**src/rtl/compute_job_arbiter.sv**
```systemverilog
// Round-robin arbiter sharing one compute engine between N_REQ requesters.
// It sequences the engine start/done handshake and routes the owner's A/B/C streams.
module compute_job_arbiter #(
    parameter int DATA_W      = 32,
    parameter int N_REQ       = 2,
    parameter int K_W         = 16,
    parameter int TIMEOUT_CYC = 4096
) (
    input  logic                     clk,
    input  logic                     rst_n,
    input  logic [N_REQ-1:0]         req_start,
    input  logic [N_REQ*K_W-1:0]     req_cfg_k,
    output logic [N_REQ-1:0]         req_grant,
    output logic [N_REQ-1:0]         req_done,
    output logic [N_REQ-1:0]         req_err,
    output logic [K_W-1:0]           eng_cfg_k,
    output logic                     eng_start,
    input  logic                     eng_done,
    input  logic [N_REQ*DATA_W-1:0]  s_axis_a_tdata,
    input  logic [N_REQ-1:0]         s_axis_a_tvalid,
    input  logic [N_REQ-1:0]         s_axis_a_tlast,
    output logic [N_REQ-1:0]         s_axis_a_tready,
    input  logic [N_REQ*DATA_W-1:0]  s_axis_b_tdata,
    input  logic [N_REQ-1:0]         s_axis_b_tvalid,
    input  logic [N_REQ-1:0]         s_axis_b_tlast,
    output logic [N_REQ-1:0]         s_axis_b_tready,
    output logic [DATA_W-1:0]        m_axis_a_tdata,
    output logic                     m_axis_a_tvalid,
    output logic                     m_axis_a_tlast,
    input  logic                     m_axis_a_tready,
    output logic [DATA_W-1:0]        m_axis_b_tdata,
    output logic                     m_axis_b_tvalid,
    output logic                     m_axis_b_tlast,
    input  logic                     m_axis_b_tready,
    input  logic [DATA_W-1:0]        s_axis_c_tdata,
    input  logic                     s_axis_c_tvalid,
    input  logic                     s_axis_c_tlast,
    output logic                     s_axis_c_tready,
    output logic [DATA_W-1:0]        m_axis_c_tdata,
    output logic [N_REQ-1:0]         m_axis_c_tvalid,
    output logic [N_REQ-1:0]         m_axis_c_tlast,
    input  logic [N_REQ-1:0]         m_axis_c_tready
);

    localparam int OW   = (N_REQ > 1) ? $clog2(N_REQ) : 1;
    localparam int WD_W = (TIMEOUT_CYC > 1) ? $clog2(TIMEOUT_CYC + 1) : 1;
    localparam logic [WD_W-1:0]  WD_LAST = WD_W'(TIMEOUT_CYC - 1);
    localparam logic [N_REQ-1:0] ONE     = N_REQ'(1);

    typedef enum logic [1:0] {IDLE, LOAD, RUN, RELEASE} state_t;

    state_t           state;
    logic [OW-1:0]    owner;
    logic [OW-1:0]    last_owner;
    logic [WD_W-1:0]  wd_cnt;
    logic             any_req;
    logic [OW-1:0]    pick;
    logic [OW-1:0]    cand;

    logic [K_W-1:0]    cfg_arr [N_REQ];
    logic [DATA_W-1:0] a_arr   [N_REQ];
    logic [DATA_W-1:0] b_arr   [N_REQ];

    for (genvar g = 0; g < N_REQ; g++) begin : g_unpack
        assign cfg_arr[g] = req_cfg_k[g*K_W +: K_W];
        assign a_arr[g]   = s_axis_a_tdata[g*DATA_W +: DATA_W];
        assign b_arr[g]   = s_axis_b_tdata[g*DATA_W +: DATA_W];
    end

    // Scan from the farthest rotated slot down so the one right after last_owner wins.
    always_comb begin
        any_req = 1'b0;
        pick    = '0;
        cand    = '0;
        for (int i = N_REQ - 1; i >= 0; i--) begin
            cand = OW'((int'(last_owner) + 1 + i) % N_REQ);
            if (req_start[cand]) begin
                any_req = 1'b1;
                pick    = cand;
            end
        end
    end

    // NOTE: async reset lives in the sensitivity list, so grant and eng_start drop without a clock.
    always_ff @(posedge clk or negedge rst_n) begin
        if (!rst_n) begin
            state      <= IDLE;
            owner      <= '0;
            last_owner <= OW'(N_REQ - 1);
            wd_cnt     <= '0;
            req_grant  <= '0;
            req_done   <= '0;
            req_err    <= '0;
            eng_cfg_k  <= '0;
            eng_start  <= 1'b0;
        end else begin
            // NOTE: non-blocking so every register sees pre-edge values regardless of order.
            req_done <= '0;
            req_err  <= '0;
            case (state)
                IDLE: if (any_req) begin
                    owner     <= pick;
                    eng_cfg_k <= cfg_arr[pick];
                    req_grant <= ONE << pick;
                    // Rejection is raised here so the pulse is visible during LOAD itself.
                    if (cfg_arr[pick] == '0) req_err <= ONE << pick;
                    state     <= LOAD;
                end
                LOAD: if (eng_cfg_k == '0) begin
                    req_grant  <= '0;
                    last_owner <= owner;
                    state      <= IDLE;
                end else begin
                    eng_start <= 1'b1;
                    wd_cnt    <= '0;
                    state     <= RUN;
                end
                RUN: if (eng_done) begin
                    req_done  <= req_grant;
                    eng_start <= 1'b0;
                    state     <= RELEASE;
                end else if ((TIMEOUT_CYC != 0) && (wd_cnt == WD_LAST)) begin
                    req_err   <= req_grant;
                    eng_start <= 1'b0;
                    state     <= RELEASE;
                end else begin
                    wd_cnt <= wd_cnt + 1'b1;
                end
                RELEASE: if (!eng_done) begin
                    last_owner <= owner;
                    req_grant  <= '0;
                    wd_cnt     <= '0;
                    state      <= IDLE;
                end
                default: state <= IDLE;
            endcase
        end
    end

    // Stream routing is purely combinational and only open while the engine runs.
    always_comb begin
        s_axis_a_tready = '0;
        s_axis_b_tready = '0;
        m_axis_a_tdata  = '0;
        m_axis_a_tvalid = 1'b0;
        m_axis_a_tlast  = 1'b0;
        m_axis_b_tdata  = '0;
        m_axis_b_tvalid = 1'b0;
        m_axis_b_tlast  = 1'b0;
        s_axis_c_tready = 1'b0;
        m_axis_c_tdata  = '0;
        m_axis_c_tvalid = '0;
        m_axis_c_tlast  = '0;
        if (state == RUN) begin
            m_axis_a_tdata         = a_arr[owner];
            m_axis_a_tvalid        = s_axis_a_tvalid[owner];
            m_axis_a_tlast         = s_axis_a_tlast[owner];
            s_axis_a_tready[owner] = m_axis_a_tready;
            m_axis_b_tdata         = b_arr[owner];
            m_axis_b_tvalid        = s_axis_b_tvalid[owner];
            m_axis_b_tlast         = s_axis_b_tlast[owner];
            s_axis_b_tready[owner] = m_axis_b_tready;
            m_axis_c_tdata         = s_axis_c_tdata;
            m_axis_c_tvalid[owner] = s_axis_c_tvalid;
            m_axis_c_tlast[owner]  = s_axis_c_tlast;
            s_axis_c_tready        = m_axis_c_tready[owner];
        end
    end

endmodule

```
**config.mk**
```make
export PLATFORM = sky130hd
export DESIGN_NAME = compute_job_arbiter
export DESIGN_NICKNAME = d
export VERILOG_FILES = /design/src/rtl/compute_job_arbiter.sv
export SDC_FILE = /design/constraint.sdc
export NUM_CORES = 1
export LEC_CHECK = 0
export BUFFER_PORTS_ARGS = -buffer_cell sky130_fd_sc_hd__buf_4
export CELL_PAD_IN_SITES_DETAIL_PLACEMENT = 0
export CELL_PAD_IN_SITES_GLOBAL_PLACEMENT = 1
export CORE_AREA = 4 4 129 131
export CTS_BUF_LIST = sky130_fd_sc_hd__clkbuf_16
export DETAILED_ROUTE_END_ITERATION = 16
export DIE_AREA = 0 0 133 135
export PLACE_DENSITY = 0.75
export SETUP_SLACK_MARGIN = 0.15
export SLEW_MARGIN = 20
export SYNTH_ARGS = -nofsm -noshare
export SYNTH_HDL_FRONTEND = slang
export SYNTH_SLANG_ARGS = --single-unit
```
**constraint.sdc**
```tcl
create_clock -name clk -period 5.01 [get_ports clk]
set_input_delay 0.7515 -clock clk [delete_from_list [all_inputs] [get_ports clk]]
set_output_delay 0.7515 -clock clk [all_outputs]
set_load 0.03 [all_outputs]
```
==> impl_metrics.env <==
export IMPL_numPortBuffers=342
export IMPL_coreArea_mm2=0.01560
export IMPL_switchingPower_mw=1.809
export IMPL_rows=46
export IMPL_gp_congestion=0.8640
export IMPL_ctsHoldBuffers=0
export IMPL_crit_type="flop to primary output"
export IMPL_cts_buffer_depth=2
export IMPL_fin_crit_ps=3131
export IMPL_synth_edff_count=0
export IMPL_status="completed"
export IMPL_io_pins=343
export IMPL_total_power_mw=3.433
export IMPL_rsz0062_at_grt="false"
export IMPL_tns_ps=0
export IMPL_grt_remaining_overflow=0
export IMPL_cts_resized=0
export IMPL_ir_worst_vdd_uv=357.0
export IMPL_postCtsSetupRepairBufs=0
export IMPL_fin_nets=944
export IMPL_synth_seq_cells=40
export IMPL_drc=0
export IMPL_power_leakage_nw=3.251
export IMPL_wl_per_cell_um=17.97
export IMPL_synth_area_mm2=0.003411
export IMPL_r2r_start="wd_cnt[0]"
export IMPL_power_frac_clock=0.103
export IMPL_grt_pass1_wl_um=24740
export IMPL_routed_wl_um=17050
export IMPL_ant_nets=0
export IMPL_vias=4333
export IMPL_insertion_delay_ps=280
export IMPL_drive_above_1_share=0.5048
export IMPL_syn_inst=411
export IMPL_final_cell_area_mm2=0.006310
export IMPL_ctsRootBufferMaster="clkbuf_16"
export IMPL_start_util=0.2187
export IMPL_pwr_share_comb=0.714
export IMPL_fmax_ghz=0.3194
export IMPL_reg2reg_depth=6
export IMPL_maxCapViolations=0
export IMPL_seqPwrFrac=0.183
export IMPL_avgSynthCellArea_um2=8.299
export IMPL_timing_final_crit_share=0.6250
export IMPL_intPower_mw=1.624
export IMPL_numClockSinks=40
export IMPL_tightest_slew_ps=918.6
export IMPL_fp_dieW_um=133
export IMPL_antenna_cells=0
export IMPL_fill_cells=1584
export IMPL_first_pass_iters=4
export IMPL_power_density_mw_per_mm2=544.1
export IMPL_grt_use_total=0.1738
export IMPL_rrSetupSlack_ps=2930
export IMPL_hold_class="primary input to asynchronous set/reset pin"
export IMPL_async_reset_ff_frac=1.000
export IMPL_fp_dieArea_mm2=0.01796
export IMPL_cts_htree_levels=2
export IMPL_relSlewSlack=0.3876
export IMPL_dp_hpwl_um=14360
export IMPL_grt_pass1_vias=4367
export IMPL_p_sw_frac=0.5271
export IMPL_worst_ep_required_time_ps=4260
export IMPL_skew_ps=2.339
export IMPL_crit_arrival_ps=2380
export IMPL_setup_viol=0
export IMPL_post_dp_cell_area_mm2=0.006140
export IMPL_syn2layout_area_growth_pct=85.00
export IMPL_cts_buffers=5
export IMPL_routed_via_density=4.566
export IMPL_grt_max_degree=60
export IMPL_drv_slew=0
export IMPL_synth_main_ff_cell="dfrtp_1"
export IMPL_hold_viol_final=0
export IMPL_synth_seq_area_share=0.2938
export IMPL_cts_tree="built"
export IMPL_synth_nets=623
export IMPL_antenna_found_initial=0
export IMPL_cp_start_kind="flop"
export IMPL_first_iter_violations=145
export IMPL_cp_max_fo=59
export IMPL_yosysWarnings=0
export IMPL_die_y_um=135
export IMPL_yosys_cell_types_count=47
export IMPL_reg2reg_to="wd_cnt[5]"
export IMPL_clk_pin_slew_worst_paths_ps=60
export IMPL_cp_end_kind="primary output"
==> how the worst max path moves through the flow <==
stage              from                 end  slack, ps  depth (start not counted)
5_1_grt        state[0]  m_axis_a_tdata[15]       1720                          4
4_1_cts        state[0]  m_axis_a_tdata[12]       1860                          4
6_report          owner  m_axis_a_tdata[15]       1880                          4
2_1_floorplan  state[0]  s_axis_a_tready[0]       2620                          4
3_3_place_gp       flop  s_axis_b_tready[1]       2100                          4
3_5_place_dp   state[0]  m_axis_a_tdata[12]       2160                          4
==> logic make-up (layout without fill, tap and decap cells) <==
kind of cell	after synthesis	after routing	synth area share
AO/OA/AOI/OAI	52	52	0.09648
flip-flops	40	40	0.2938
buffers and inverters	34	356	0.04805
multiplexers	89	89	0.2619
adder cells (fa/ha/maj)	1	1	0.003668
AND/OR/NAND/NOR	195	195	0.2960
==> final cells by class <==
class	instances	area [um2]	share of cell area
sequential	40	1006	0.1594
inverter	2	7.507	0.001190
clock inverter	3	37.54	0.005949
tap	216	270.3	0.04283
clock buffer	5	125.1	0.01983
timing repair buffer	346	2597	0.4117
multi-input combinational	337	2266	0.3591
==> critical path: stages, from the launching register on <==
cell     delay [ps]
dfrtp_4         980
buf_4           480
mux2i_1         290
nor2_1           80
buf_4           180
==> layout by cell type (no fill, tap or decap), types with 7 or more instances in the layout <==
cell type,synthesis,routed
nand4_1,7,7
o21ai_0,19,19
nor2_1,74,73
nand2_1,28,28
nor4_1,12,12
buf_4,3,346
dfrtp_1,39,38
a21oi_1,10,10
and2_1,33,33
and3_1,7,7
mux2i_1,87,87
==> metrics by stage <==
step           hold WS (ps)  worst slack [ps]  std cells  utilization
2_1_floorplan         455.9              2623        411            -
3_3_place_gp          494.0              2101        941       0.3933
3_5_place_dp          506.5              2158        941       0.3936
4_1_cts               469.7              1864        949       0.4041
5_1_grt               490.2              1724        949       0.4045
6_report              443.2              1879        949       0.4045
==> registers in the layout (all words and copies together) (netlist names), named ones only <==
| signal | count |
|---|---|
| wd_cnt | 13 |
| req_err | 2 |
| last_owner | 1 |
| state | 1 |
| req_done | 2 |
| eng_start | 1 |
| eng_cfg_k | 16 |
| owner | 1 |
| req_grant | 2 |
==> cells in the mapped netlist (5+ instances only) <==
cell type  instances  share of area
a21oi_1           10          0.015
and2_1            33          0.061
and3_1             7          0.013
buf_2              5         0.0073
clkbuf_1          20          0.022
dfrtp_1           39           0.29
mux2i_1           87           0.26
nand2_1           28          0.031
nand3_1            6         0.0088
nand4_1            7          0.013
nor2_1            74          0.081
nor4_1            12          0.022
o21ai_0           19          0.028
o21ai_1            5         0.0073
==> power groups by stage <==
stage	registers (mW)	logic, mW	clock network, mW
2_1_floorplan	0.640	1.51	0
3_3_place_gp	0.625	2.46	0
3_5_place_dp	0.638	2.47	0
4_1_cts	0.632	2.48	0.361
5_1_grt	0.655	2.60	0.376
6_report	0.629	2.45	0.354
==> layer usage <==
metal,track usage,routed length (um)
met2,0.3030,8844
met5,0,0
met4,0.04388,302
met3,0.02869,983
met1,0.2243,6923
(Power assumes the default switching activity.)
